==> src/rtl/cic_comp_fir.sv <==
// cic_comp_fir: time-multiplexed symmetric FIR that flattens the CIC sinc droop on the decimated stream
module cic_comp_fir #(
  parameter int DATA_WIDTH = 16,
  parameter int NUM_TAPS   = 8,
  parameter int COEF_WIDTH = 16,
  parameter int COEF_FRAC  = 14
) (
  input  logic                         clk,
  input  logic                         reset,
  input  logic                         in_valid,
  input  logic signed [DATA_WIDTH-1:0] data_in,
  output logic                         out_valid,
  output logic signed [DATA_WIDTH-1:0] data_out,
  output logic                         busy,
  output logic                         overrun
);
  localparam int TW = $clog2(NUM_TAPS);
  localparam int AW = DATA_WIDTH + COEF_WIDTH + TW;
  localparam logic signed [COEF_WIDTH-1:0] coef [NUM_TAPS] = '{
    COEF_WIDTH'(-256), COEF_WIDTH'(512), COEF_WIDTH'(-1024), COEF_WIDTH'(8960),
    COEF_WIDTH'(8960), COEF_WIDTH'(-1024), COEF_WIDTH'(512), COEF_WIDTH'(-256)};
  localparam logic signed [AW-1:0] half = AW'(1) <<< (COEF_FRAC - 1);
  localparam logic signed [AW-1:0] pmax = AW'((64'sd1 <<< (DATA_WIDTH - 1)) - 1);
  localparam logic signed [AW-1:0] nmin = -pmax - AW'(1);
  typedef enum logic [1:0] {IDLE, MAC, OUT} state_t;
  state_t state, state_nx;
  logic [TW-1:0] tap;
  logic signed [DATA_WIDTH-1:0] x [NUM_TAPS];
  logic signed [DATA_WIDTH+COEF_WIDTH-1:0] prod;
  logic signed [AW-1:0] acc, acc_nx, rnd;
  logic [DATA_WIDTH-1:0] sat;
  logic accept, last;
  always_comb begin
    accept = in_valid && state != MAC;
    last = tap == TW'(NUM_TAPS - 1);
    prod = x[tap] * coef[tap];
    acc_nx = acc + AW'(prod);
    rnd = (acc_nx + half) >>> COEF_FRAC;
    sat = rnd > pmax ? {1'b0, {(DATA_WIDTH-1){1'b1}}} :
          rnd < nmin ? {1'b1, {(DATA_WIDTH-1){1'b0}}} : rnd[DATA_WIDTH-1:0];
    state_nx = accept ? MAC : state == MAC ? (last ? OUT : MAC) : IDLE;
  end
  always_ff @(posedge clk) begin
    if (reset) state <= IDLE;
    else state <= state_nx;
  end
  // The final tap's sum is rounded straight into data_out so out_valid lands in the OUT cycle
  always_ff @(posedge clk) begin
    if (reset) begin
      x <= '{default: '0};
      acc <= '0;
      tap <= '0;
      data_out <= '0;
      out_valid <= 1'b0;
      busy <= 1'b0;
      overrun <= 1'b0;
    end else begin
      out_valid <= state == MAC && last;
      busy <= state_nx == MAC;
      overrun <= overrun | (in_valid && state == MAC);
      if (state == MAC) begin
        acc <= acc_nx;
        tap <= tap + 1'b1;
      end
      if (state == MAC && last) data_out <= sat;
      if (accept) begin
        x[0] <= data_in;
        for (int k = 1; k < NUM_TAPS; k++) x[k] <= x[k-1];
        acc <= '0;
        tap <= '0;
      end
    end
  end
endmodule
==> config.mk <==
export PLATFORM = sky130hd
export DESIGN_NAME = cic_comp_fir
export DESIGN_NICKNAME = d
export VERILOG_FILES = /design/src/rtl/cic_comp_fir.sv
export SDC_FILE = /design/constraint.sdc
export NUM_CORES = 1
export LEC_CHECK = 0
export CORE_MARGIN = 4
export CORE_UTILIZATION = 53
export DETAILED_ROUTE_END_ITERATION = 16
export GPL_TIMING_DRIVEN = 0
export PLACE_DENSITY = 0.68
export SLEW_MARGIN = 15
export SYNTH_ARGS = -nofsm -noshare
export SYNTH_HDL_FRONTEND = slang
export SYNTH_SLANG_ARGS = --single-unit
==> constraint.sdc <==
create_clock -name clk -period 11.17 [get_ports clk]
set_clock_uncertainty 0.05 [all_clocks]
set_input_delay 3.351 -clock clk [delete_from_list [all_inputs] [get_ports clk]]
set_output_delay 3.351 -clock clk [all_outputs]
set_load 0.01 [all_outputs]
==> flow_summary.yaml, run 1 <==
finish:
  multi_input_area_sq_um: 8980
  syn_to_final_growth_pct: 10.5
  n_antenna_cell: 0
  layout-drive-gt1-share: 0.0844
  nets: 1841
  fillers: 2230
  final-seq-area_sq_um: 3560
  finalNonFillerCells: 1953
  layout_common_cells: "nand2_1 (358), a21oi_1 (179), dfxtp_1 (178)"
  layout_commonest_cell: "nand2_1"
  postLayoutCoreUtil: 0.596
synthesis:
  yosys-mux-area-fraction: 0.0727
  synthesis.area_sq_um: 13600
  synth_top_flop_cell: "dfxtp_1"
  syn_inst: 1555
  synth_edf_count: 0
  yosys.area_share.simple: 0.174
  yosysSeqAreaShare: 0.262
  avgSynthCellArea_sq_um: 8.76
  async_flop_share: 0
  ys_warn_count: 0
  syn_nets: 1786
  synth_top_family_by_area: "adder cells"
  synth_fa_ha_area_frac: 0.260
  synth_compound_area_frac: 0.121
  synthDistinctLibCells: 81
  synth-xor-area-share: 0.0315
  synth_seq_cells: 178
timing:
  setup_violations: 0
  tightest_slew_ns: 0.958
  slew_viol_final: 0
  min_period_over_period: 0.933
  slew_headroom: 0.343
  final.setup.tns_ns: 0
  rsz0062_at_grt: "false"
  hold_viol: 0
  fin_ws_ns: 0.748
  min_period_ns: 10.42
  max_freq_mhz: 95.9
placed_design:
  dpl_worst_slack_ns: -0.305
  gp_congestion: 0.895
  dp.cells: 1921
  hpwlAfterDp_mm: 26.7
  numPortBuffers: 36
drt:
  via_per_inst: 5.49
  wl_per_cell_um: 17.3
  via_count: 10700
  drtIter0Drc: 644
  route.antenna.remaining_nets: 0
  firstDrtPassIters: 5
  drc: 0
  postRouteWirelength_mm: 33.8
critical_path:
  cp_max_fo: 10
  crit_path_start_kind: "flip-flop"
  critPathCaptureType: "flip-flop"
  crit_slowest_cell: "buf_1"
  critPathKind: "flip-flop to flip-flop"
  cp.arrival_ns: 10.73
  required_ns: 11.48
  cp_slowest_stage_delay_ns: 0.62
die:
  dieArea_sq_um: 28300
  io_pins: 38
  num_rows: 58
  core_sq_um: 25300
  fp.dieW_um: 168
  chipHeight_um: 168
  start_util: 0.539
global_route:
  grt_max_degree: 21
  antenna_found_initial: 0
  grt-ovfl-total: 0
  use_met3: 0.0350
  track_usage: 0.246
  grt_pass1_vias: 11000
  grt.met1_usage: 0.301
  gr-max-usage-layer: "met2"
  grtUsageMet2: 0.448
  grt_pass1_wl_mm: 56.0
run:
  cap_violations: 0
hold_path:
  hp-class: "flip-flop to flip-flop"
clock_network:
  cts.sinks: 178
  cts_max_path_buffers: 2
  cts_tree: "yes"
  cts.clk_slew.worst_paths_ns: 0.08
  cts-root-buf: "clkbuf_16"
  cts_setup_buffers: 0
  clock_latency_ns: 0.45
  cts_hold_buffers: 0
  ctsHtreeMaxLevel: 4
  cts_made_buffers: 17
status:
  status: "finished clean"
## per-layer routing
layer,part of all wire,vias to the layer above
li1,-,5206
met1,0.42,5193
met2,0.52,269
met3,0.040,61
met4,0.026,0
met5,0,-
## cells in the mapped netlist (3+ instances only)
cell type / count / area, sq um
mux2i_1: 19 / 190
a311oi_1: 6 / 52.6
nand2b_1: 13 / 81.3
or2_2: 6 / 37.5
xnor2_1: 30 / 263
nor2b_1: 6 / 37.5
clkbuf_8: 6 / 82.6
buf_1: 10 / 37.5
a311oi_2: 11 / 165
buf_2: 5 / 25.0
nor3_1: 6 / 30.0
a211oi_1: 6 / 45.0
mux4_2: 32 / 721
clkbuf_1: 60 / 225
inv_1: 159 / 597
xor2_1: 14 / 123
and4_1: 3 / 26.3
ha_1: 93 / 1160
o21a_1: 5 / 37.5
mux2_2: 5 / 56.3
a21o_1: 8 / 60.1
dfxtp_1: 178 / 3560
nand2_1: 358 / 1340
o31ai_1: 3 / 22.5
and2_1: 10 / 62.6
nand4_1: 8 / 50.1
o211ai_1: 5 / 37.5
fa_1: 119 / 2380
buf_6: 6 / 67.6
a21oi_1: 179 / 896
nand3_1: 16 / 80.1
o21ai_1: 4 / 20.0
nor2_1: 102 / 383
o21ai_0: 9 / 45.0
## final cells by class
class	instances	area share
Clock inverter	15	0.0138
Sequential cell	178	0.237
Tap cell	330	0.0274
Buffer	90	0.0330
Clock buffer	17	0.0283
Timing Repair Buffer	36	0.0239
Inverter	159	0.0397
Multi-Input combinational cell	1128	0.597
## stage by stage
stage                     hold slack [ns]  area (sq um)
after floorplan                     0.383         13600
after global placement              0.388         14400
after detailed placement            0.397         14400
after CTS                           0.408         15000
after global routing                0.426         15000
final                               0.410         15000
## sequential cells by signal, indices dropped and copies added (netlist names)
register	count
overrun	1
data_out	16
x	128
acc	27
out_valid	1
state	2
tap	3
## final timing paths
path | start | end | slack [ns] | cells after the start
setup / recovery | tap[1] | data_out[6] | 0.75 | 35
hold / removal | x[10] | x[10] | 0.41 | 2
setup reg to reg | tap[1] | data_out[6] | 0.75 | 35
hold reg to reg | x[10] | x[10] | 0.41 | 2
## logic make-up (layout without fill, tap and decap cells)
| family | Yosys count | after routing |
|---|---|---|
| and+or+nand+nor | 553 | 553 |
| AOI/OAI and AO/OA | 260 | 260 |
| buffers and inverters | 249 | 317 |
| adders and majority gates | 212 | 212 |
| DFF | 178 | 178 |
| muxes | 57 | 57 |
| xor gates and xnor gates | 46 | 46 |
## worst max-delay path, delay by kind of cell (launching register included)
kind,cells,cell delay (ns)
buffers and inverters,13,2.94
AO/OA/AOI/OAI,5,1.37
AND/OR/NAND/NOR,7,1.46
flip-flops,1,0.36
XOR/XNOR,2,0.64
adder cells (fa/ha/maj),8,3.49
## repair_timing
item	4_1_cts	5_1_grt
gates cloned	0	0
endpoints found under the setup margin	16	16
pin swaps	0	0
gates resized for setup	4	8
Power of run 1 is not shown: default switching activity piles up to over one toggle a cycle in this logic, so the estimate is an artifact.
==> run 2, diff against run 1 <==
- CTS_BUF_LIST: unset -> sky130_fd_sc_hd__clkbuf_4 sky130_fd_sc_hd__clkbuf_8
- SLEW_MARGIN: 15 -> 10
- clock period: 11.17 -> 11.68 ns (I/O delays scaled with it)
==> run 2 against run 1 <==
Compared with the run above:
- fmax shrank 3.4%
- hold slack gained 0.0046 ns
- sequential cell count is the same
- critical path depth is the same
- final cell count is the same
- non-clock buffer count is the same
- die area is the same
- setup slack gained 0.15 ns
- core utilization shrank 0.82 points
- register-to-register slack gained 0.15 ns
- sequential share of layout area grew 0.33 points
- critical endpoint unchanged
==> flow_summary.yaml, run 2 (synthesis gave the netlist of run 1 again) <==
status:
  status: "finished clean"
global_route:
  grt-ovfl-total: 0
  grt_max_degree: 21
  grt_pass1_wl_mm: 55.6
  grt_pass1_vias: 11000
  track_usage: 0.244
  antenna_found_initial: 0
clock_network:
  clock_latency_ns: 0.50
  cts_setup_buffers: 0
  cts_hold_buffers: 0
  cts_tree: "yes"
  ctsHtreeMaxLevel: 4
  cts_made_buffers: 17
  cts_max_path_buffers: 2
  cts-root-buf: "clkbuf_8"
  cts.sinks: 178
  cts.clk_slew.worst_paths_ns: 0.11
timing:
  final.setup.tns_ns: 0
  min_period_over_period: 0.923
  tightest_slew_ns: 1.01
  max_freq_mhz: 92.7
  hold_viol: 0
  slew_headroom: 0.307
  setup_violations: 0
  slew_viol_final: 0
  min_period_ns: 10.78
  rsz0062_at_grt: "false"
finish:
  layout_commonest_cell: "nand2_1"
  fillers: 2251
  layout-drive-gt1-share: 0.0832
  final_area_sq_um: 14800
  postLayoutCoreUtil: 0.588
  largest_reg_flops: 128
  regMostFlops: "x"
  layout_common_cells: "nand2_1 (358), a21oi_1 (179), dfxtp_1 (178)"
  n_antenna_cell: 0
  nets: 1841
  reg.largest.list: "x (128), acc (27), data_out (16)"
  syn_to_final_growth_pct: 8.96
drt:
  route.antenna.remaining_nets: 0
  firstDrtPassIters: 7
  drc: 0
  wl_per_cell_um: 17.2
  postRouteWirelength_mm: 33.6
  via_count: 10700
  drtIter0Drc: 677
  via_per_inst: 5.48
die:
  start_util: 0.539
  dieArea_sq_um: 28300
  num_rows: 58
  fp.dieW_um: 168
  io_pins: 38
  chipHeight_um: 168
  core_sq_um: 25300
placed_design:
  gp_congestion: 0.895
  numPortBuffers: 36
  hpwlAfterDp_mm: 26.7
  dpl_cell_area_sq_um: 14400
critical_path:
  crit_slowest_cell: "buf_1"
  cp.arrival_ns: 11.14
  cp_slowest_stage_delay_ns: 0.64
  cp_max_fo: 10
  crit_path_start_kind: "flip-flop"
  required_ns: 12.04
  critPathCaptureType: "flip-flop"
  critPathKind: "flip-flop to flip-flop"
run:
  cap_violations: 0
hold_path:
  hp-class: "flip-flop to flip-flop"
==> run 2: changes by cell type in the layout (fill, tap and decap cells not counted) <==
cell	change
clkbuf_1	+2
clkbuf_16	-17
clkbuf_8	+17
clkdlybuf4s15_2	-2
==> run 2: timing repair <==
item / CTS / global route
endpoints found under the hold margin: 0 / 0
resized for setup: 0 / 8
setup endpoints to repair: 0 / 16
==> run 2: critical path, delay by kind of cell (launching register included) <==
| family | cells | cell delay, ns |
|---|---|---|
| fa+ha+maj | 8 | 3.47 |
| flops | 1 | 0.37 |
| xor+xnor | 2 | 0.64 |
| compound gates | 5 | 1.35 |
| simple gates | 7 | 1.52 |
| buf+inv | 13 | 3.28 |
==> run 2: area by class of cell <==
cell class	count	area, sq um	share of cell area
buffer	90	482	0.0325
clock buffer	17	234	0.0158
clock inverter	15	208	0.0140
inverter	159	597	0.0402
multi-input combinational	1128	8980	0.605
sequential	178	3560	0.240
tap	330	413	0.0278
timing repair buffer	36	360	0.0243
==> run 2: metal layers <==
layer  GRT usage  up-vias  share of wire
li1            -     5200              -
met1       0.300     5169           0.42
met2       0.437      253           0.51
met3      0.0340       72          0.039
met4      0.0910        0          0.036
met5           0        -              0
==> run 2: path summary, 6_finish.rpt <==
kind              startpoint  slack (ns)  cells after the start          end
hold / removal         x[10]        0.41                      2        x[10]
setup reg to reg      tap[1]        0.90                     35  data_out[6]
hold reg to reg        x[10]        0.41                      2        x[10]
setup / recovery      tap[1]        0.90                     35  data_out[6]
==> run 2: per-stage QoR <==
step	setup WS [ns]	hold slack, ns	instances
after floorplan	2.22	0.383	1555
after global placement	0.326	0.388	1921
after detailed placement	0.205	0.397	1921
after CTS	0.134	0.414	1953
after global routing	0.163	0.431	1953
final	0.896	0.414	1953
Power of run 2 is left out for the same reason.
==> run 3, diff against run 2 <==
- clock period: 11.68 -> 13 ns (I/O delays scaled with it)
==> run 3 against run 2 <==
Compared with the run above:
- sequential cell count did not move
- register-to-register slack better by 0.61 ns
- setup slack better by 0.61 ns
- critical path depth unchanged
- count of clock-buffer cells in the layout unchanged
==> flow_summary.yaml, run 3 (synthesis gave the netlist of run 1 again) <==
global_route:
  track_usage: 0.244
  antenna_found_initial: 0
  grt-ovfl-total: 0
  grt_pass1_wl_mm: 55.6
  grt_pass1_vias: 11000
  grt_max_degree: 21
clock_network:
  cts_made_buffers: 17
  clock_latency_ns: 0.50
  cts.clk_slew.worst_paths_ns: 0.11
  cts_resized: 0
  cts_hold_buffers: 0
  cts_max_path_buffers: 2
  cts_setup_buffers: 0
  cts-root-buf: "clkbuf_8"
  cts_tree: "yes"
  cts.sinks: 178
  ctsHtreeMaxLevel: 4
timing:
  setup_violations: 0
  min_period_over_period: 0.884
  hold_viol: 0
  final.setup.tns_ns: 0
  rsz0062_at_grt: "false"
  tightest_slew_ns: 1.00
  min_period_ns: 11.49
  slew_viol_final: 0
  holdWs_ns: 0.414
  max_freq_mhz: 87.0
  slew_headroom: 0.312
die:
  num_rows: 58
  io_pins: 38
  start_util: 0.539
  fp.dieW_um: 168
  chipHeight_um: 168
  dieArea_sq_um: 28300
  core_sq_um: 25300
drt:
  postRouteWirelength_mm: 33.7
  via_per_inst: 5.46
  via_count: 10700
  route.antenna.remaining_nets: 0
  drc: 0
  wl_per_cell_um: 17.2
  drtIter0Drc: 680
  firstDrtPassIters: 5
critical_path:
  critPathKind: "flip-flop to flip-flop"
  critPathCaptureType: "flip-flop"
  required_ns: 13.36
  crit_path_start_kind: "flip-flop"
  crit_slowest_cell: "buf_1"
  cp_slowest_stage_delay_ns: 0.74
  cp_max_fo: 10
  cp.arrival_ns: 11.85
run:
  cap_violations: 0
finish:
  postLayoutCoreUtil: 0.587
  largest_reg_flops: 128
  reg.largest.list: "x (128), acc (27), data_out (16)"
  layout_common_cells: "nand2_1 (358), a21oi_1 (179), dfxtp_1 (178)"
  nets: 1841
  syn_to_final_growth_pct: 8.92
  n_antenna_cell: 0
  layout_commonest_cell: "nand2_1"
  layout-drive-gt1-share: 0.0807
  regMostFlops: "x"
placed_design:
  gp_congestion: 0.895
  numPortBuffers: 36
  hpwlAfterDp_mm: 26.7
hold_path:
  hp-class: "flip-flop to flip-flop"
status:
  status: "finished clean"
run 3: changes by cell type in the layout (fill, tap and decap cells not counted):
cell | before | now
clkbuf_2 | 4 | 0
clkbuf_1 | 58 | 60
buf_1 | 8 | 10
run 3: worst paths after layout:
| path | start | end | slack (ns) | depth (start not counted) |
|---|---|---|---|---|
| worst max-delay path | tap[0] | data_out[6] | 1.51 | 35 |
| worst min-delay path | x[10] | x[10] | 0.41 | 2 |
| worst max register to register | tap[0] | data_out[6] | 1.51 | 35 |
| worst min register to register | x[10] | x[10] | 0.41 | 2 |
run 3: critical path: cells and delay by family, from the launching register on:
| kind | cells | cell delay [ns] |
|---|---|---|
| flops | 1 | 0.39 |
| buf+inv | 13 | 3.87 |
| simple gates | 7 | 1.55 |
| fa+ha+maj | 8 | 3.54 |
| compound gates | 5 | 1.35 |
| xor+xnor | 2 | 0.64 |
run 3: layout make-up:
type                       instances  area, sq um
inverter                         159          597
fill                            2252        10400
sequential                       178         3560
timing repair buffer              36          360
clock inverter                    15          208
buffer                            90          477
multi-input combinational       1128         8980
clock buffer                      17          234
tap                              330          413
run 3: per-layer routing:
| metal | share of wire | vias up | GRT usage |
|---|---|---|---|
| li1 | - | 5198 | - |
| met4 | 0.036 | 0 | 0.0910 |
| met5 | 0 | - | 0 |
| met3 | 0.037 | 67 | 0.0340 |
| met1 | 0.42 | 5161 | 0.300 |
| met2 | 0.51 | 236 | 0.437 |
run 3: metrics by stage:
| step | std cells | setup WS (ns) | area, sq um |
|---|---|---|---|
| 4_1_cts | 1953 | 1.45 | 14800 |
| 3_3_place_gp | 1921 | 1.65 | 14400 |
| 2_1_floorplan | 1555 | 3.54 | 13600 |
| 5_1_grt | 1953 | 0.598 | 14800 |
| 3_5_place_dp | 1921 | 1.52 | 14400 |
| 6_report | 1953 | 1.51 | 14800 |
Power of run 3 is left out for the same reason.
